## src/rtl/countdown_timer_if.sv

```systemverilog
// Control and display bundle for the mm:ss countdown timer.
// Ports: load/load_min/load_sec/start/pause travel from controller to timer;
//        minutes/seconds/running/expired/done travel from timer to display/alarm.
interface countdown_timer_if #(
  parameter int OUT_WIDTH = 6
);
  logic                 load;
  logic [OUT_WIDTH-1:0] load_min;
  logic [OUT_WIDTH-1:0] load_sec;
  logic                 start;
  logic                 pause;
  logic [OUT_WIDTH-1:0] minutes;
  logic [OUT_WIDTH-1:0] seconds;
  logic                 running;
  logic                 expired;
  logic                 done;

  // Controller side: issues commands, observes the timer state.
  modport master (
    output load, load_min, load_sec, start, pause,
    input  minutes, seconds, running, expired, done
  );

  // Timer side.
  modport slave (
    input  load, load_min, load_sec, start, pause,
    output minutes, seconds, running, expired, done
  );
endinterface

```

## src/rtl/countdown_timer.sv

```systemverilog
// Down-counting mm:ss timer with pause/resume, stopping at 00:00 with a one-cycle done pulse.
// Latency: commands take effect on the sampling edge; first decrement TICK_DIV cycles after start.
// Backpressure: none; commands are sampled every cycle with priority rst > load > pause > start > tick.
// Ports: clk, rst (sync, active-high); bus (slave) carries load/load_min/load_sec/start/pause
//        in and registered minutes/seconds/running/expired/done out.
module countdown_timer #(
  parameter int TICK_DIV  = 50_000_000,
  parameter int OUT_WIDTH = 6,
  parameter int MAX_MIN   = 59
) (
  input  logic              clk,
  input  logic              rst,
  countdown_timer_if.slave  bus
);

  localparam int PW = (TICK_DIV > 2) ? $clog2(TICK_DIV) : 1;
  localparam logic [PW-1:0]        TICK_LAST = PW'(TICK_DIV - 1);
  localparam logic [OUT_WIDTH-1:0] SEC_MAX   = OUT_WIDTH'(59);
  localparam logic [OUT_WIDTH-1:0] MIN_MAX   = OUT_WIDTH'(MAX_MIN);
  localparam logic [OUT_WIDTH-1:0] ONE       = OUT_WIDTH'(1);

  typedef enum logic [1:0] {IDLE, RUN, PAUSED, EXPIRED} state_t;

  state_t               state_q, state_d;
  logic [OUT_WIDTH-1:0] min_q, min_d;
  logic [OUT_WIDTH-1:0] sec_q, sec_d;
  logic [PW-1:0]        presc_q, presc_d;
  logic                 done_q, done_d;
  logic                 running_q, expired_q;

  logic [OUT_WIDTH-1:0] min_sat, sec_sat;
  logic                 is_zero;

  assign min_sat = (bus.load_min > MIN_MAX) ? MIN_MAX : bus.load_min;
  assign sec_sat = (bus.load_sec > SEC_MAX) ? SEC_MAX : bus.load_sec;
  assign is_zero = (min_q == '0) && (sec_q == '0);

  always_comb begin
    state_d = state_q;
    min_d   = min_q;
    sec_d   = sec_q;
    presc_d = presc_q;
    done_d  = 1'b0;
    case (state_q)
      IDLE: begin
        if (bus.load) begin
          min_d   = min_sat;
          sec_d   = sec_sat;
          presc_d = '0;
        end else if (!bus.pause && bus.start && !is_zero) begin
          // pause alongside start suppresses the start here
          state_d = RUN;
          presc_d = '0;
        end
      end
      RUN: begin
        // load is ignored while running; the pause edge never decrements
        if (bus.pause) begin
          state_d = PAUSED;
        end else if (is_zero) begin
          state_d = EXPIRED;
        end else if (presc_q == TICK_LAST) begin
          presc_d = '0;
          if (sec_q != '0) begin
            sec_d = sec_q - ONE;
          end else begin
            sec_d = SEC_MAX;
            min_d = min_q - ONE;
          end
          if ((min_q == '0) && (sec_q == ONE)) begin
            state_d = EXPIRED;
            done_d  = 1'b1;
          end
        end else begin
          presc_d = presc_q + PW'(1);
        end
      end
      PAUSED: begin
        if (bus.load) begin
          state_d = IDLE;
          min_d   = min_sat;
          sec_d   = sec_sat;
          presc_d = '0;
        end else if (!bus.pause && bus.start) begin
          // prescaler kept so the partial second carries over
          state_d = RUN;
        end
      end
      EXPIRED: begin
        if (bus.load) begin
          state_d = IDLE;
          min_d   = min_sat;
          sec_d   = sec_sat;
          presc_d = '0;
        end
      end
      default: state_d = IDLE;
    endcase
  end

  always_ff @(posedge clk) begin
    if (rst) begin
      state_q   <= IDLE;
      min_q     <= '0;
      sec_q     <= '0;
      presc_q   <= '0;
      done_q    <= 1'b0;
      running_q <= 1'b0;
      expired_q <= 1'b0;
    end else begin
      state_q   <= state_d;
      min_q     <= min_d;
      sec_q     <= sec_d;
      presc_q   <= presc_d;
      done_q    <= done_d;
      running_q <= (state_d == RUN);
      expired_q <= (state_d == EXPIRED);
    end
  end

  assign bus.minutes = min_q;
  assign bus.seconds = sec_q;
  assign bus.running = running_q;
  assign bus.expired = expired_q;
  assign bus.done    = done_q;

endmodule

```

## src/flat_wrapper.sv

```systemverilog
// flat-port wrapper written by rule: the top's interface ports become plain ports
module countdown_timer_flat 
#(
  parameter int TICK_DIV  = 50_000_000,
  parameter int OUT_WIDTH = 6,
  parameter int MAX_MIN   = 59
)
  (clk, rst, bus_load, bus_load_min, bus_load_sec, bus_start, bus_pause, bus_minutes, bus_seconds, bus_running, bus_expired, bus_done);
  countdown_timer_if #(.OUT_WIDTH(OUT_WIDTH)) bus_i ();
  input  logic clk;
  input  logic rst;
  input wire logic [$bits(bus_i.load)-1:0] bus_load;
  input wire logic [$bits(bus_i.load_min)-1:0] bus_load_min;
  input wire logic [$bits(bus_i.load_sec)-1:0] bus_load_sec;
  input wire logic [$bits(bus_i.start)-1:0] bus_start;
  input wire logic [$bits(bus_i.pause)-1:0] bus_pause;
  output wire logic [$bits(bus_i.minutes)-1:0] bus_minutes;
  output wire logic [$bits(bus_i.seconds)-1:0] bus_seconds;
  output wire logic [$bits(bus_i.running)-1:0] bus_running;
  output wire logic [$bits(bus_i.expired)-1:0] bus_expired;
  output wire logic [$bits(bus_i.done)-1:0] bus_done;
  assign bus_i.load = bus_load;
  assign bus_i.load_min = bus_load_min;
  assign bus_i.load_sec = bus_load_sec;
  assign bus_i.start = bus_start;
  assign bus_i.pause = bus_pause;
  assign bus_minutes = bus_i.minutes;
  assign bus_seconds = bus_i.seconds;
  assign bus_running = bus_i.running;
  assign bus_expired = bus_i.expired;
  assign bus_done = bus_i.done;
  countdown_timer #(.TICK_DIV(TICK_DIV), .OUT_WIDTH(OUT_WIDTH), .MAX_MIN(MAX_MIN)) u_core (.clk(clk), .rst(rst), .bus(bus_i));
endmodule
```

## config.mk

```make
export PLATFORM = sky130hd
export DESIGN_NAME = countdown_timer_flat
export DESIGN_NICKNAME = d
export VERILOG_FILES = /design/src/rtl/countdown_timer_if.sv /design/src/rtl/countdown_timer.sv /design/src/flat_wrapper.sv
export SDC_FILE = /design/constraint.sdc
export NUM_CORES = 1
export LEC_CHECK = 0
export CORE_MARGIN = 4
export CORE_UTILIZATION = 40
export DETAILED_ROUTE_END_ITERATION = 10
export GPL_TIMING_DRIVEN = 0
export SLEW_MARGIN = 20
export SYNTH_ARGS = -nofsm -noshare
export SYNTH_HDL_FRONTEND = slang
export SYNTH_SLANG_ARGS = --single-unit
```

## constraint.sdc

```tcl
create_clock -name clk -period 3.2 [get_ports clk]
set_clock_uncertainty 0.05 [all_clocks]
set_input_delay 0.32 -clock clk [delete_from_list [all_inputs] [get_ports clk]]
set_output_delay 0.32 -clock clk [all_outputs]
set_load 0.1 [all_outputs]
```

== After elaboration in Yosys (flattened, before gate mapping) ==
Cells that the tools add are included.
W data, S select, Z words.

* Equality and inequality tests: 14
* Reductions and logical operators: 16
* Order comparisons: 2
* Multiplexer cells: 32
* Bitwise gates (word level): 2
* Add/subtract/negate cells: 3

{| class="wikitable"
|+ Operators with widths
! operator !! number
|-
| $mux W26 || 6
|-
| $pmux W26 S3 || 1
|-
| $mux W6 || 12
|-
| $add A26 B1 Y26 const B || 1
|-
| $eq A26 B26 Y1 const B || 1
|-
| $pmux W6 S2 || 2
|-
| $mux W2 || 9
|-
| $gt A6 B6 Y1 const B || 2
|-
| $logic_not A6 Y1 || 2
|-
| $sub A6 B1 Y6 const B || 2
|-
| $pmux W2 S4 || 1
|-
| $reduce_and A4 Y1 || 2
|-
| $eq A2 B2 Y1 const B || 3
|-
| $eq A6 B1 Y1 const B || 1
|-
| $ne A2 B1 Y1 const B || 3
|-
| $ne A2 B2 Y1 const B || 3
|-
| $reduce_bool A6 Y1 || 1
|-
| $reduce_and A5 Y1 || 1
|-
| $reduce_or A5 Y1 || 1
|-
| $eq A2 B1 Y1 const B || 2
|-
| $logic_and A1 B1 Y1 || 4
|-
| $ne A3 B2 Y1 const B || 1
|-
| $reduce_or A3 Y1 || 1
|-
| $logic_not A1 Y1 || 2
|-
| other kinds (4) || 5
|}

* Register bits: 43
* Output and inout bits: 15
* Logic and storage cells: 76
* Bits of input ports: 17

== Logic depth before layout (Yosys ltp) ==
* Depth after elaboration: 8
* Gate-level depth with buffers: 10
* Depth with buffers taken out: 7

== Least setup slack after synthesis ==
No wires, ideal clock.

* Path type: register -> register
* Start: reg u_core.min_q[0], in the netlist u_core.bus.minutes[0]
* End: reg u_core.presc_q[4]
* Buffers on the path: 1
* Data required time: 3,084 ps
* Path slack: 306 ps
* Stages on the path, launching flop included: 9
* Library setup time: 66 ps
* Arrival: 2,778 ps
* Clock period less this slack: 2,894 ps
* Path through: dfxtp_1 > inv_1 > ha_1 > nor4b_2 > a41oi_2 > a211oi_2 > buf_2 > or4_1 > a21oi_2

* Longest elaborated chain between the ends: 6

{| class="wikitable"
|+ Ends and longest elaborated chain
! what !! RTL line !! RTL
|-
| start, declared || countdown_timer.sv:25 || <nowiki>logic [OUT_WIDTH-1:0] min_q, min_d;</nowiki>
|-
| start signal, assigned || countdown_timer.sv:112 || <nowiki>min_q <= min_d;</nowiki>
|-
| $logic_not A6 Y1 * || countdown_timer.sv:36 || <nowiki>assign is_zero = (min_q == '0) && (sec_q == '0);</nowiki>
|-
| $logic_and A1 B1 Y1 * || countdown_timer.sv:36 ||
|-
| $logic_not A1 Y1 || countdown_timer.sv:50 || <nowiki>end else if (!bus.pause && bus.start && !is_zero) begin</nowiki>
|-
| $logic_and A1 B1 Y1 || countdown_timer.sv:50 ||
|-
| $ne A3 B2 Y1 (no source line) || n/a ||
|-
| $reduce_and A4 Y1 (no source line) * || n/a ||
|-
| end signal, assigned || countdown_timer.sv:114 || <nowiki>presc_q <= presc_d;</nowiki>
|-
| end, declared || countdown_timer.sv:27 || <nowiki>logic [PW-1:0] presc_q, presc_d;</nowiki>
|}

Every way passes the cells marked *; elsewhere a longest branch is shown, timed or not.
A chain may end at the register's enable or synchronous reset.

== Final worst setup path ==
* Start: reg u_core.min_q[0], in the netlist u_core.bus.minutes[0]
* End: reg u_core.presc_q[1]

The elaborated chain is that of the path after synthesis.

==> flow_summary.ini <==
[floorplanning]
start_util_pct = 41.4
die_area_um2 = 8480
die_h_um = 92.1
die_x_um = 92.1
coreArea_um2 = 6830
io_pins = 32
rows = 30

[outcome]
status = completed

[placed_design]
hpwl_um = 5600
port_buffers = 31
gp_congestion = 0.867

[timing]
rsz0062_at_grt = no
min_period_over_period_pct = 79.2
tightest_slew_ns = 0.973
slew_violations = 0
finalCriticalPeriod_ns = 2.53
setup_viol = 0
fmax_ghz = 0.395
finalHoldViolCount = 0
relSlewSlack_pct = 34.9
fin_setup_tns_ns = 0
hold_ws_ns = 0.445

[worst_setup_path]
cp.required_ns = 3.38
cp_slowest_cell = nor4b_2
reg2reg_depth = 9
crit_chain = inv_1, ha_1, nor4b_2, nand4_1, nand2_1, buf_2, buf_2, o21ai_1, a21oi_2
arrival_ns = 2.72
start_kind = flip-flop
r2r_slack_ns = 0.67
reg2reg_to = u_core.presc_q[1]
timing.rr.start = u_core.bus.minutes[0]
cp_slowest_stage_delay_ns = 0.44
crit_top_cell = buf_2
worstSetupPathType = reg2reg
end_kind = flip-flop
worstPathMaxFanout = 10

[hold_path]
whs_path_depth = 2
hold_end = u_core.presc_q[15]
min-delay-start = u_core.presc_q[15]
hold_class = reg2reg

[layout]
nNetsFinal = 387
area_growth_pct = 19.4
drive_above_1_share_pct = 16.1
multi_input_area_um2 = 1780
final_common_cell = dfxtp_1
ff_latch_area_um2 = 861
fillers = 673
antenna_cells = 0
mostFrequentLayoutCells = dfxtp_1 (43), clkdlybuf4s50_1 (31), nand2_1 (23)

[clock_network]
cts_sinks = 43
post_cts_buffers = 0
cts-root-buf = clkbuf_8
insertion_delay_ns = 0.30
cts_buffers = 5
cts_buffer_depth = 2
h-tree-depth = 2
clkTransAtPathRegs_ns = 0.09
cts_hold_buf = 0
cts_tree = done
cts-resized-gates = 0

[power_and_ir_drop]
swShare_pct = 33.2
p_comb_share_pct = 25.6
power.density_nw_per_um2 = 407
p_leak_nw = 1.06
power_frac_seq_pct = 41.8
switching_power_uw = 456
ir_drop_mv = 0.156
clockPowerShare_pct = 32.6
internal_power_uw = 917

[route]
avgRoutedWirePerCell_um = 16.7
ant_nets = 0
vias = 2786
drtIter0Drc = 235
wirelength_um = 7700
viasPerCell = 6.03
route.detailed.drc = 0
first_pass_iters = 5

[yosys]
synth_top_cell_area_share_pct = 30.5
avgSynthCellArea_um2 = 8.64
synth_nets = 349
yosys_warnings = 0
ys_seq_elements = 43
synthTopCellsByArea = dfxtp_1 (30%), a21oi_2 (6.2%), or4_1 (4.8%)
yosysTopAreaCell = dfxtp_1
ys.flop_type = dfxtp_1
synthArstFlopShare_pct = 0
synth_edf_count = 0
syn_inst = 327
ys_types = 68
syn_area_um2 = 2830
yosysSeqAreaShare_pct = 30.5

[grt]
antenna_found_initial = 0
grt_use_total_pct = 18.3
grt_overflow = 0
first_global_vias = 2534
grt_pass1_wl_um = 12900
grt_max_degree = 14

[job]
drv_cap = 0
## per-layer routing
layer  GRT usage [%]  up-vias  share of wire (%)
li1                -     1359                  -
met1            27.0     1325                 50
met2            27.3       91                 44
met3            2.95       11                4.9
met4            5.45        0                1.4
met5               0        -                  0
## cells in the mapped netlist, types with 3 or more instances
| cell | n |
|---|---|
| o31ai_2 | 8 |
| nor2_1 | 17 |
| a21oi_2 | 20 |
| a21oi_1 | 15 |
| and2_1 | 3 |
| and3_1 | 4 |
| and4_1 | 3 |
| dfxtp_1 | 43 |
| nand2b_1 | 3 |
| ha_1 | 5 |
| nor3_1 | 9 |
| buf_6 | 3 |
| nand4_1 | 12 |
| o211ai_1 | 7 |
| nor2b_1 | 3 |
| nand3_1 | 20 |
| mux2i_1 | 3 |
| or4_1 | 18 |
| or3_1 | 5 |
| o31ai_1 | 13 |
| nor4_1 | 3 |
| nor3b_1 | 3 |
| nand2_1 | 23 |
| o2111ai_1 | 3 |
| o21ai_0 | 10 |
| buf_2 | 4 |
| o21ai_1 | 4 |
| inv_1 | 9 |
| clkbuf_1 | 6 |
## power by group through the flow
stage	combinational, mW	clock, mW	sequential (mW)
6_report	0.352	0.449	0.574
4_1_cts	0.351	0.461	0.573
2_1_floorplan	0.163	0	0.675
5_1_grt	0.376	0.486	0.577
3_5_place_dp	0.350	0	0.586
3_3_place_gp	0.352	0	0.586
## per-stage QoR
stage / power [mW] / util (%) / setup slack [ns] / cell area, um2 / std cells
CTS: 1.39 / 49.4 / 0.671 / 3370 / 462
floorplan: 0.838 / - / 0.306 / 2830 / 327
global placement: 0.938 / 47.7 / 0.571 / 3260 / 454
finish: 1.37 / 49.4 / 0.666 / 3370 / 462
global route: 1.44 / 49.4 / 0.391 / 3370 / 462
detailed placement: 0.936 / 47.7 / 0.565 / 3260 / 454
## final cells by class
type	instances	area share [%]
Inverter	10	1.11
Clock buffer	6	2.45
Clock inverter	2	1.04
Multi-Input combinational cell	255	52.8
Sequential cell	43	25.5
Tap cell	96	3.56
Buffer	19	4.34
Timing Repair Buffer	31	9.20
## flip-flops by register name (all words and copies together), names as in the netlist
name	count
u_core.bus.running	1
u_core.presc_q	26
u_core.bus.expired	1
u_core.bus.minutes	6
u_core.bus.seconds	6
u_core.state_q	2
u_core.bus.done	1
## how the worst max path moves through the flow
| stage | from | depth (start not counted) | slack (ns) | end |
|---|---|---|---|---|
| after floorplan | u_core.bus.minutes[0] | 8 | 0.31 | u_core.presc_q[4] |
| after detailed placement | bus_load | 7 | 0.56 | u_core.presc_q[22] |
| after global placement | bus_load | 7 | 0.57 | u_core.presc_q[3] |
| final | u_core.bus.minutes[0] | 9 | 0.67 | u_core.presc_q[1] |
| after global routing | u_core.bus.minutes[0] | 9 | 0.39 | u_core.presc_q[4] |
| after CTS | u_core.bus.minutes[0] | 9 | 0.67 | u_core.presc_q[1] |
## logic make-up after synthesis
group | after synthesis | share of synthesized area (%)
XOR/XNOR | 1 | 0.310
adder cells (fa/ha/maj) | 5 | 2.21
multiplexers | 4 | 1.46
AO/OA/AOI/OAI | 104 | 28.8
buffers and inverters | 29 | 6.51
flip-flops | 43 | 30.5
AND/OR/NAND/NOR | 141 | 30.3
## worst max-delay path: cells and delay by family, from the launching register on
| kind | cells | cell delay, ns |
|---|---|---|
| AO/OA/AOI/OAI | 2 | 0.25 |
| adder cells (fa/ha/maj) | 1 | 0.21 |
| buffers and inverters | 3 | 0.64 |
| flip-flops | 1 | 0.35 |
| AND/OR/NAND/NOR | 3 | 0.98 |
Note: power is estimated with default switching activity, not from simulation.
